## config.mk

```make
export PLATFORM = sky130hd
export DESIGN_NAME = cal_eep_spi_slave_flat
export DESIGN_NICKNAME = d
export VERILOG_FILES = /design/src/rtl/cal_eep_spi_slave_pkg.sv /design/src/rtl/cal_eep_spi_slave_if.sv /design/src/rtl/cal_eep_spi_slave_edge_sync.sv /design/src/rtl/cal_eep_spi_slave.sv /design/src/flat_wrapper.sv
export SDC_FILE = /design/constraint.sdc
export NUM_CORES = 1
export LEC_CHECK = 0
export ABC_AREA = 1
export BUFFER_PORTS_ARGS = -buffer_cell sky130_fd_sc_hd__buf_2
export CAP_MARGIN = 20
export CORE_MARGIN = 10
export CORE_UTILIZATION = 58
export CTS_CLUSTER_DIAMETER = 200
export DETAILED_ROUTE_END_ITERATION = 16
export PLACE_DENSITY_LB_ADDON = 0.2
export SETUP_SLACK_MARGIN = 0.02
export SYNTH_ARGS = -nofsm -noshare
export SYNTH_HDL_FRONTEND = slang
export SYNTH_HIERARCHICAL = 1
export SYNTH_SLANG_ARGS = --single-unit
```

## constraint.sdc

```tcl
create_clock -name clk -period 5.4 [get_ports clk]
set_input_delay 0.54 -clock clk [delete_from_list [all_inputs] [get_ports clk]]
set_output_delay 0.54 -clock clk [all_outputs]
set_load 0.1 [all_outputs]
```

## src/rtl/cal_eep_spi_slave_pkg.sv

```systemverilog
// Shared definitions for the calibration EEPROM SPI link: frame geometry,
// opcode encoding and the responder FSM state type.
package eep_spi_pkg;

    localparam int         EEP_ADDR_W  = 6;
    localparam int         EEP_DATA_W  = 8;
    localparam int         SPI_FRAME_W = 16;
    localparam logic [2:0] EEP_SS      = 3'b100;

    typedef enum logic [1:0] {
        EEP_RD = 2'b00,
        EEP_WR = 2'b01
    } eep_op_t;

    typedef enum logic [1:0] {
        ST_IDLE  = 2'b00,
        ST_SHIFT = 2'b01,
        ST_DONE  = 2'b10
    } eep_state_t;

    // Opcode field of a frame header selects a memory read.
    function automatic logic op_is_rd(input logic [1:0] op);
        return (op == EEP_RD);
    endfunction

    // Opcode field of a frame header selects a memory write.
    function automatic logic op_is_wr(input logic [1:0] op);
        return (op == EEP_WR);
    endfunction

endpackage

```

## src/rtl/cal_eep_spi_slave_if.sv

```systemverilog
// SPI bus between the command dispatcher (master) and the EEPROM model (slave).
interface cal_eep_spi_slave_if;
    logic SS_n;
    logic SCLK;
    logic MOSI;
    logic MISO;

    modport master (output SS_n, output SCLK, output MOSI, input MISO);
    modport slave  (input SS_n, input SCLK, input MOSI, output MISO);
endinterface

```

## src/rtl/cal_eep_spi_slave_edge_sync.sv

```systemverilog
// Two-flop synchroniser for an asynchronous pin with rise/fall detection
// on the synchronised level. RST_LVL is the idle level of the pin so that
// leaving reset does not fabricate an edge.
module spi_edge_sync #(
    parameter logic RST_LVL = 1'b0
) (
    input  logic clk,
    input  logic rst_n,
    input  logic async_i,
    output logic sync_o,
    output logic rise_o,
    output logic fall_o
);

    logic meta_q;
    logic sync_q;
    logic prev_q;

    // Metastability filter plus one delayed copy for edge detection.
    always_ff @(posedge clk or negedge rst_n) begin
        if (!rst_n) begin
            meta_q <= RST_LVL;
            sync_q <= RST_LVL;
            prev_q <= RST_LVL;
        end else begin
            meta_q <= async_i;
            sync_q <= meta_q;
            prev_q <= sync_q;
        end
    end

    assign sync_o = sync_q;
    assign rise_o = sync_q & ~prev_q;
    assign fall_o = ~sync_q & prev_q;

endmodule

```

## src/rtl/cal_eep_spi_slave.sv

```systemverilog
// SPI mode-0 responder modelling the scope's calibration EEPROM.
// Frame: {op[1:0], addr[ADDR_W-1:0], data[DATA_W-1:0]}, MSB first.
// Reads return mem[addr] on MISO during the data byte of the same frame;
// writes commit once the full frame has been received.
module cal_eep_spi_slave
    import eep_spi_pkg::*;
#(
    parameter int                ADDR_W  = EEP_ADDR_W,
    parameter int                DATA_W  = EEP_DATA_W,
    parameter int                FRAME_W = SPI_FRAME_W,
    parameter logic [DATA_W-1:0] RST_VAL = 8'h00
) (
    input  logic                   clk,
    input  logic                   rst_n,
    cal_eep_spi_slave_if.slave     spi,
    output logic                   frm_done,
    output logic [FRAME_W-1:0]     last_frame,
    output logic                   wr_pulse
);

    localparam int                 CNT_W     = $clog2(FRAME_W + 1);
    localparam int                 DEPTH     = 2 ** ADDR_W;
    localparam logic [CNT_W-1:0]   HDR_CNT   = CNT_W'(2 + ADDR_W);
    localparam logic [CNT_W-1:0]   FRAME_CNT = CNT_W'(FRAME_W);

    // Synchronised pins and edges
    logic ss_sync_s, ss_rise_s, ss_fall_s;
    logic sclk_sync_s, sclk_rise_s, sclk_fall_s;
    logic mosi_meta_q, mosi_sync_q;

    // FSM and datapath state
    eep_state_t           state_q;
    logic [CNT_W-1:0]     bit_cnt_q;
    logic [FRAME_W-1:0]   rx_shift_q;
    logic [DATA_W-1:0]    tx_shift_q;
    logic                 miso_q;
    logic                 commit_q;
    logic                 frm_done_q;
    logic                 wr_pulse_q;
    logic [FRAME_W-1:0]   last_frame_q;
    logic [DATA_W-1:0]    mem_q [DEPTH];

    // Next-state helpers
    logic [FRAME_W-1:0]   rx_shift_d;
    logic [CNT_W-1:0]     bit_cnt_d;
    logic [1:0]           hdr_op_s;
    logic [DATA_W-1:0]    rd_data_s;
    logic [1:0]           frm_op_s;
    logic [ADDR_W-1:0]    wr_addr_s;
    logic [DATA_W-1:0]    wr_data_s;
    logic                 mem_we_s;

    spi_edge_sync #(.RST_LVL(1'b1)) u_ss_sync (
        .clk     (clk),
        .rst_n   (rst_n),
        .async_i (spi.SS_n),
        .sync_o  (ss_sync_s),
        .rise_o  (ss_rise_s),
        .fall_o  (ss_fall_s)
    );

    spi_edge_sync #(.RST_LVL(1'b0)) u_sclk_sync (
        .clk     (clk),
        .rst_n   (rst_n),
        .async_i (spi.SCLK),
        .sync_o  (sclk_sync_s),
        .rise_o  (sclk_rise_s),
        .fall_o  (sclk_fall_s)
    );

    // MOSI needs only the level, aligned in latency with the synchronised SCLK.
    always_ff @(posedge clk or negedge rst_n) begin
        if (!rst_n) begin
            mosi_meta_q <= 1'b0;
            mosi_sync_q <= 1'b0;
        end else begin
            mosi_meta_q <= spi.MOSI;
            mosi_sync_q <= mosi_meta_q;
        end
    end

    // Shift-in value, header decode (read data looked up from the header being completed) and write-commit fields.
    always_comb begin
        rx_shift_d = {rx_shift_q[FRAME_W-2:0], mosi_sync_q};
        bit_cnt_d  = bit_cnt_q + {{(CNT_W-1){1'b0}}, 1'b1};
        hdr_op_s   = rx_shift_d[ADDR_W+1:ADDR_W];
        rd_data_s  = mem_q[rx_shift_d[ADDR_W-1:0]];
        frm_op_s   = rx_shift_q[FRAME_W-1:FRAME_W-2];
        wr_addr_s  = rx_shift_q[DATA_W+ADDR_W-1:DATA_W];
        wr_data_s  = rx_shift_q[DATA_W-1:0];
        if ((state_q == ST_DONE) && commit_q && op_is_wr(frm_op_s)) begin
            mem_we_s = 1'b1;
        end else begin
            mem_we_s = 1'b0;
        end
    end

    // Frame FSM: track SS_n, shift on SCLK edges, commit once per received frame.
    always_ff @(posedge clk or negedge rst_n) begin
        if (!rst_n) begin
            state_q      <= ST_IDLE;
            bit_cnt_q    <= '0;
            rx_shift_q   <= '0;
            tx_shift_q   <= '0;
            miso_q       <= 1'b0;
            commit_q     <= 1'b0;
            frm_done_q   <= 1'b0;
            wr_pulse_q   <= 1'b0;
            last_frame_q <= '0;
        end else begin
            frm_done_q <= 1'b0;
            wr_pulse_q <= 1'b0;
            case (state_q)
                ST_IDLE: begin
                    miso_q <= 1'b0;
                    if (ss_fall_s) begin
                        state_q    <= ST_SHIFT;
                        bit_cnt_q  <= '0;
                        rx_shift_q <= '0;
                        tx_shift_q <= '0;
                    end
                end
                ST_SHIFT: begin
                    if (ss_sync_s) begin
                        // Aborted frame: drop it without side effects.
                        state_q <= ST_IDLE;
                        miso_q  <= 1'b0;
                    end else if (sclk_rise_s) begin
                        rx_shift_q <= rx_shift_d;
                        bit_cnt_q  <= bit_cnt_d;
                        if (bit_cnt_d == HDR_CNT) begin
                            tx_shift_q <= op_is_rd(hdr_op_s) ? rd_data_s : {DATA_W{1'b0}};
                        end
                        if (bit_cnt_d == FRAME_CNT) begin
                            state_q  <= ST_DONE;
                            commit_q <= 1'b1;
                            miso_q   <= 1'b0;
                        end
                    end else if (sclk_fall_s) begin
                        miso_q     <= tx_shift_q[DATA_W-1];
                        tx_shift_q <= {tx_shift_q[DATA_W-2:0], 1'b0};
                    end
                end
                ST_DONE: begin
                    // Extra SCLK edges are ignored here until SS_n returns high.
                    miso_q <= 1'b0;
                    if (commit_q) begin
                        commit_q     <= 1'b0;
                        frm_done_q   <= 1'b1;
                        last_frame_q <= rx_shift_q;
                        wr_pulse_q   <= op_is_wr(frm_op_s);
                    end
                    if (ss_sync_s) begin
                        state_q <= ST_IDLE;
                    end
                end
                default: begin
                    state_q  <= ST_IDLE;
                    miso_q   <= 1'b0;
                    commit_q <= 1'b0;
                end
            endcase
        end
    end

    // Register-array memory: reinitialised on reset, single write port.
    always_ff @(posedge clk or negedge rst_n) begin
        if (!rst_n) begin
            for (int i = 0; i < DEPTH; i++) begin
                mem_q[i] <= RST_VAL;
            end
        end else if (mem_we_s) begin
            mem_q[wr_addr_s] <= wr_data_s;
        end
    end

    assign spi.MISO  = miso_q & ~ss_sync_s;
    assign frm_done  = frm_done_q;
    assign wr_pulse  = wr_pulse_q;
    assign last_frame = last_frame_q;

endmodule
```

## src/flat_wrapper.sv

```systemverilog
// flat-port wrapper written by rule: the top's interface ports become plain ports
module cal_eep_spi_slave_flat import eep_spi_pkg::*;
#(
    parameter int                ADDR_W  = EEP_ADDR_W,
    parameter int                DATA_W  = EEP_DATA_W,
    parameter int                FRAME_W = SPI_FRAME_W,
    parameter logic [DATA_W-1:0] RST_VAL = 8'h00
)
  (clk, rst_n, frm_done, last_frame, wr_pulse, spi_SS_n, spi_SCLK, spi_MOSI, spi_MISO);
  cal_eep_spi_slave_if spi_i ();
  input  logic clk;
  input  logic rst_n;
  output logic frm_done;
  output logic [FRAME_W-1:0] last_frame;
  output logic wr_pulse;
  input wire logic [$bits(spi_i.SS_n)-1:0] spi_SS_n;
  input wire logic [$bits(spi_i.SCLK)-1:0] spi_SCLK;
  input wire logic [$bits(spi_i.MOSI)-1:0] spi_MOSI;
  output wire logic [$bits(spi_i.MISO)-1:0] spi_MISO;
  assign spi_i.SS_n = spi_SS_n;
  assign spi_i.SCLK = spi_SCLK;
  assign spi_i.MOSI = spi_MOSI;
  assign spi_MISO = spi_i.MISO;
  cal_eep_spi_slave #(.ADDR_W(ADDR_W), .DATA_W(DATA_W), .FRAME_W(FRAME_W), .RST_VAL(RST_VAL)) u_core (.clk(clk), .rst_n(rst_n), .spi(spi_i), .frm_done(frm_done), .last_frame(last_frame), .wr_pulse(wr_pulse));
endmodule
```

==> results.yml, run 1 <==
die:
  die_h_um: 230.9
  die_width_um: 230.9
  fp.coreArea_sq_um: 44120
  die_area_sq_um: 53320
  initial_core_util_pct: 58.47
  io_pins: 24
  fp-row-count: 77
synth:
  syn_nets: 3185
  syn_area_sq_um: 25800
  yosysWarningCount: 6
  syn_avg_cell_area_sq_um: 8.118
  netlist_instances: 3178
timing:
  worst_pin_slew_ns: 1.127
  slew_violations: 0
  period_needed_ns: 3.530
  skew_ns: 0.01371
  fin_setup_tns_ns: 0
  final_hold_viol_count: 0
  fin_crit_sh_pct: 65.37
  slew_headroom_pct: 24.31
  fmax_mhz: 283.3
  setup_violations: 0
  rsz0062_at_grt: "no"
  hold_ws_ns: 0.01819
final_layout:
  utilization_pct: 63.23
  syn2layout_area_growth_pct: 8.148
  fin_nets: 3066
  final_cell_mix: "nand2_1 (1260), dfrtp_1 (565), nand3_1 (430), o21ai_0 (372), o21ai_1 (167)"
  stdcell_area_sq_um: 27900
  num_antenna_cells: 0
  layout_commonest_cell: "nand2_1"
  drive_gt1_share_pct: 6.989
drt:
  drtIter0Drc: 2590
  wl_per_cell_um: 18.72
  ant_nets: 0
  drc: 0
  dr.pass1.iters: 5
  vias: 21790
  wl_mm: 69.21
  vias_per_cell: 5.894
power_and_ir_drop:
  p_comb_share_pct: 5.0
  powerDensity_nw_per_um2: 313.8
  p_sw_mw: 2.053
  seqPwrFrac_pct: 49.5
  power.share.clock_pct: 45.5
  p_leak_nw: 12.28
  p_sw_share_pct: 23.44
  peakVddDrop_uv: 276.1
  p_int_mw: 6.704
clocking:
  cts_root_buf: "clkbuf_16"
  cts_resized: 0
  cts.clk_slew.worst_paths_ns: 0.06
  tritoncts: "built"
  cts_max_level: 2
  clk_latency_ns: 0.62
  cts_setup_buffers: 0
  numCtsBuffers: 59
  cts.sinks: 571
  cts_buffer_depth: 3
global_route:
  antenna_found_initial: 0
  grt_pass1_wl_mm: 112.6
  grt_max_degree: 147
  grt_use_total_pct: 25.91
  grt_overflow: 0
  first_global_vias: 21090
worst_setup_path:
  cp_max_fo: 32
  r2r-start: "u_core/state_q[0]"
  end_kind: "flop"
  setup.worst_path.start: "u_core/state_q[0]"
  worstSetupPathType: "reg -> reg"
  cp_slowest_cell: "nor4_4"
  max_stage_delay_ns: 0.87
  rrSetupSlack_ns: 1.87
  arrival_ns: 4.04
  critPathLaunchType: "flop"
  required_ns: 5.91
  path_cells: "inv_2 -> nand3_2 -> inv_2 -> nand2_1 -> nor2_2 -> inv_2 -> nor4_4 -> nand2_1 -> o21ai_0"
  crit_path_frequent_cell: "inv_2"
worst_hold_path:
  min_path_type: "in -> async"
placed_design:
  place_area_sq_um: 25960
  portBuffers: 23
  gp_congestion: 0.8772
  dp_hpwl_mm: 39.06
run_status:
  outcome: "complete, no violations"
run:
  cap_violations: 0
[registers in the layout (all words and copies together) (netlist names)]
signal                     flops
u_core/tx_shift_q              8
u_core/u_ss_sync/meta_q        1
u_core/miso_q                  1
u_core/commit_q                1
u_core/u_ss_sync/prev_q        1
u_core/bit_cnt_q               5
u_core/last_frame             16
u_core/u_ss_sync/sync_o        1
u_core/rx_shift_q             16
u_core/u_sclk_sync/sync_o      1
u_core/u_sclk_sync/meta_q      1
u_core/mem_q                 512
u_core/wr_pulse                1
u_core/state_q                 2
u_core/mosi_meta_q             1
u_core/u_sclk_sync/prev_q      1
u_core/mosi_sync_q             1
u_core/frm_done                1
[per-stage QoR]
step                total power [mW]  worst slack [ns]  instances
floorplan                      4.644             3.217       3178
detailed placement             4.843             1.980       3587
global route                   9.017             1.659       3697
CTS                            8.805             1.948       3695
global placement               4.837             1.966       3587
finish                         8.756             1.870       3697
[final cells by class]
cell class / instances / area [sq um]
Clock buffer: 83 / 1677
Clock inverter: 24 / 209.0
Fill cell: 3769 / 16220
Inverter: 43 / 193.9
Multi-Input combinational cell: 2326 / 10290
Sequential cell: 571 / 14300
Tap cell: 592 / 740.7
Timing Repair Buffer: 58 / 485.5
[final timing paths]
path | end | cells past startpoint
setup reg to reg | u_core/mem_q[472] | 9
hold reg to reg | u_core/u_ss_sync/sync_o | 0
min in group clk | u_core/u_sclk_sync/meta_q | 1
setup / recovery | u_core/mem_q[472] | 9
max in group asynchronous | u_core/mem_q[160] | 2
hold / removal | u_core/mem_q[350] | 1
[power by group through the flow]
| stage | sequential, mW | combinational [mW] | clock, mW |
|---|---|---|---|
| global route | 4.33 | 0.492 | 4.19 |
| global placement | 4.41 | 0.428 | 0 |
| floorplan | 4.39 | 0.255 | 0 |
| finish | 4.33 | 0.442 | 3.98 |
| CTS | 4.33 | 0.437 | 4.04 |
| detailed placement | 4.41 | 0.434 | 0 |
[critical path, delay by kind of cell (launching register included)]
family	cells	cell delay (ns)
buffers and inverters	3	0.45
AND/OR/NAND/NOR	5	2.20
AO/OA/AOI/OAI	1	0.36
flip-flops	1	0.39
[what timing repair did]
item,in CTS,in global routing
hold endpoints to repair,1,0
setup endpoints to repair,0,0
hold buffers,1,0
[per-layer routing]
layer | global-route usage (%) | wire (um) | up-vias | share of wire [%]
met5 | 0 | 0 | - | 0
met1 | 35.13 | 29770 | 10620 | 43
met4 | 10.11 | 2164 | 0 | 3.1
met2 | 41.70 | 32280 | 853 | 47
li1 | - | - | 10170 | -
met3 | 3.655 | 4997 | 143 | 7.2
Power figures use the tool's default switching activity.
==> inputs of run 2 (changes only) <==
- clock period: 5.4 -> 3.5 ns (I/O delays scaled with it)
==> run 2 against run 1 <==
Compared with the run above: register-to-register slack got worse by 1.0 ns; cell count rose by 1.5%; sequential share of layout area fell by 1.0 points; sequential power rose by 54%; total power rose by 57%; die area did not move; critical path depth did not move; non-clock buffer count rose by 56; clock skew rose by 0.0057 ns; global-route usage rose by 0.17 points; clock power rose by 59%.
==> results.yml, run 2 (synthesis gave the netlist of run 1 again) <==
drt:
  vias_per_cell: 5.854
  wl_mm: 69.35
  ant_nets: 0
  drc: 0
  drtIter0Drc: 2493
  dr.pass1.iters: 6
  wl_per_cell_um: 18.48
  vias: 21970
die:
  initial_core_util_pct: 58.47
  fp-row-count: 77
  die_area_sq_um: 53320
  die_h_um: 230.9
  die_width_um: 230.9
  fp.coreArea_sq_um: 44120
  io_pins: 24
timing:
  hold_ws_ns: 0.3495
  setup_violations: 0
  rsz0062_at_grt: "no"
  worst_pin_slew_ns: 0.9023
  fin_setup_tns_ns: 0
  period_needed_ns: 2.634
  fmax_mhz: 379.6
  skew_ns: 0.01945
  slew_headroom_pct: 39.40
  final_hold_viol_count: 0
  fin_crit_sh_pct: 75.26
  slew_violations: 0
worst_setup_path:
  cp_max_fo: 16
  end_kind: "flop"
  worstSetupPathType: "reg -> reg"
  critPathLaunchType: "flop"
  required_ns: 3.99
  arrival_ns: 3.12
global_route:
  first_global_vias: 20850
  grt_max_degree: 153
  grtUsageMet3_pct: 3.851
  use_met1_pct: 35.65
  gr-usage-met2_pct: 41.80
  grt_pass1_wl_mm: 113.4
  grt_use_total_pct: 26.09
  grt_overflow: 0
  antenna_found_initial: 0
  top_usage_layer: "met2"
worst_hold_path:
  min_path_type: "in -> async"
power_and_ir_drop:
  p_comb_share_pct: 5.4
  powerDensity_nw_per_um2: 482.1
  p_int_mw: 10.58
  p_sw_mw: 3.155
  p_leak_nw: 12.58
  p_sw_share_pct: 22.98
  power.share.clock_pct: 46.1
  seqPwrFrac_pct: 48.5
  peakVddDrop_uv: 366.5
final_layout:
  drive_gt1_share_pct: 8.352
  syn2layout_area_growth_pct: 10.39
  multi_input_area_sq_um: 10280
  stdcell_area_sq_um: 28480
  fillers: 3731
  largest_register_ffs: 512
  fin_nets: 3121
  final_cell_mix: "nand2_1 (1260), dfrtp_1 (565), nand3_1 (430), o21ai_0 (372), o21ai_1 (167)"
  regArea_sq_um: 14300
  layout_commonest_cell: "nand2_1"
  num_antenna_cells: 0
  top_register: "u_core/mem_q"
clocking:
  cts_root_buf: "clkbuf_16"
  cts_max_level: 2
  numCtsBuffers: 58
  cts_hold_buffers: 4
  cts_buffer_depth: 3
  cts.clk_slew.worst_paths_ns: 0.06
  clk_latency_ns: 0.63
  cts_resized: 0
  cts.sinks: 571
  cts_setup_buffers: 0
  tritoncts: "built"
placed_design:
  gp_congestion: 0.9049
  dp_hpwl_mm: 41.32
  portBuffers: 23
  place_area_sq_um: 26470
run_status:
  outcome: "complete, no violations"
run:
  cap_violations: 0
==> run 2: cell count changes in the layout (fill, tap and decap cells not counted), moves of 2 or more <==
cell | previous run | this run
buf_12 | 6 | 14
buf_4 | 27 | 73
clkbuf_1 | 13 | 17
clkbuf_16 | 59 | 61
clkbuf_8 | 11 | 17
clkinv_2 | 18 | 8
clkinv_4 | 0 | 2
dlygate4sd3_1 | 1 | 4
inv_6 | 5 | 2
nor3_1 | 7 | 9
nor3_2 | 2 | 0
==> run 2: area by class of cell <==
cell class	instances	share of cell area [%]
inverter	43	0.6810
sequential	571	50.22
clock inverter	12	0.5008
tap	592	2.601
multi-input combinational	2326	36.11
clock buffer	95	6.405
timing repair buffer	114	3.488
==> run 2: power groups by stage <==
stage / Sequential (mW) / Combinational, mW / Clock, mW
after CTS: 6.66 / 0.735 / 6.44
after floorplan: 6.77 / 0.394 / 0
after detailed placement: 6.78 / 0.728 / 0
final: 6.66 / 0.735 / 6.33
after global routing: 6.66 / 0.814 / 6.70
after global placement: 6.78 / 0.719 / 0
==> run 2: worst paths after layout <==
path | slack, ns | startpoint | cells after the start | to
setup / recovery | 0.87 | u_core/state_q[1] | 9 | u_core/tx_shift_q[2]
hold / removal | 0.35 | rst_n | 2 | u_core/mem_q[288]
setup reg to reg | 0.87 | u_core/state_q[1] | 9 | u_core/tx_shift_q[2]
hold reg to reg | 0.35 | u_core/mosi_meta_q | 0 | u_core/mosi_sync_q
max in group asynchronous | 2.12 | rst_n | 3 | u_core/mem_q[133]
min in group clk | 0.35 | u_core/mosi_meta_q | 0 | u_core/mosi_sync_q
==> run 2: metrics by stage <==
step / power [mW] / std cells / utilization [%] / setup slack, ns
floorplan: 7.165 / 3178 / - / 1.507
global placement: 7.498 / 3642 / 60.00 / 0.9878
detailed placement: 7.510 / 3642 / 60.00 / 0.9214
CTS: 13.83 / 3753 / 64.54 / 0.9011
global route: 14.18 / 3753 / 64.54 / 0.6050
finish: 13.73 / 3753 / 64.54 / 0.8659
==> run 2: critical path, cell delays in order (launching register included) <==
cell,delay [ns]
dfrtp_1,0.41
nor2_1,0.26
inv_1,0.10
nor2_1,0.14
clkinv_1,0.25
or2_2,0.37
nand3_1,0.41
nor2_1,0.29
nand3_1,0.21
nand2_1,0.08
==> run 2: layer usage <==
metal	vias to the layer above	share of wire, %	wire length, um
met5	-	0	0
li1	10310	-	-
met2	883	47	32310
met3	147	7.1	4938
met4	0	3.4	2358
met1	10630	43	29750
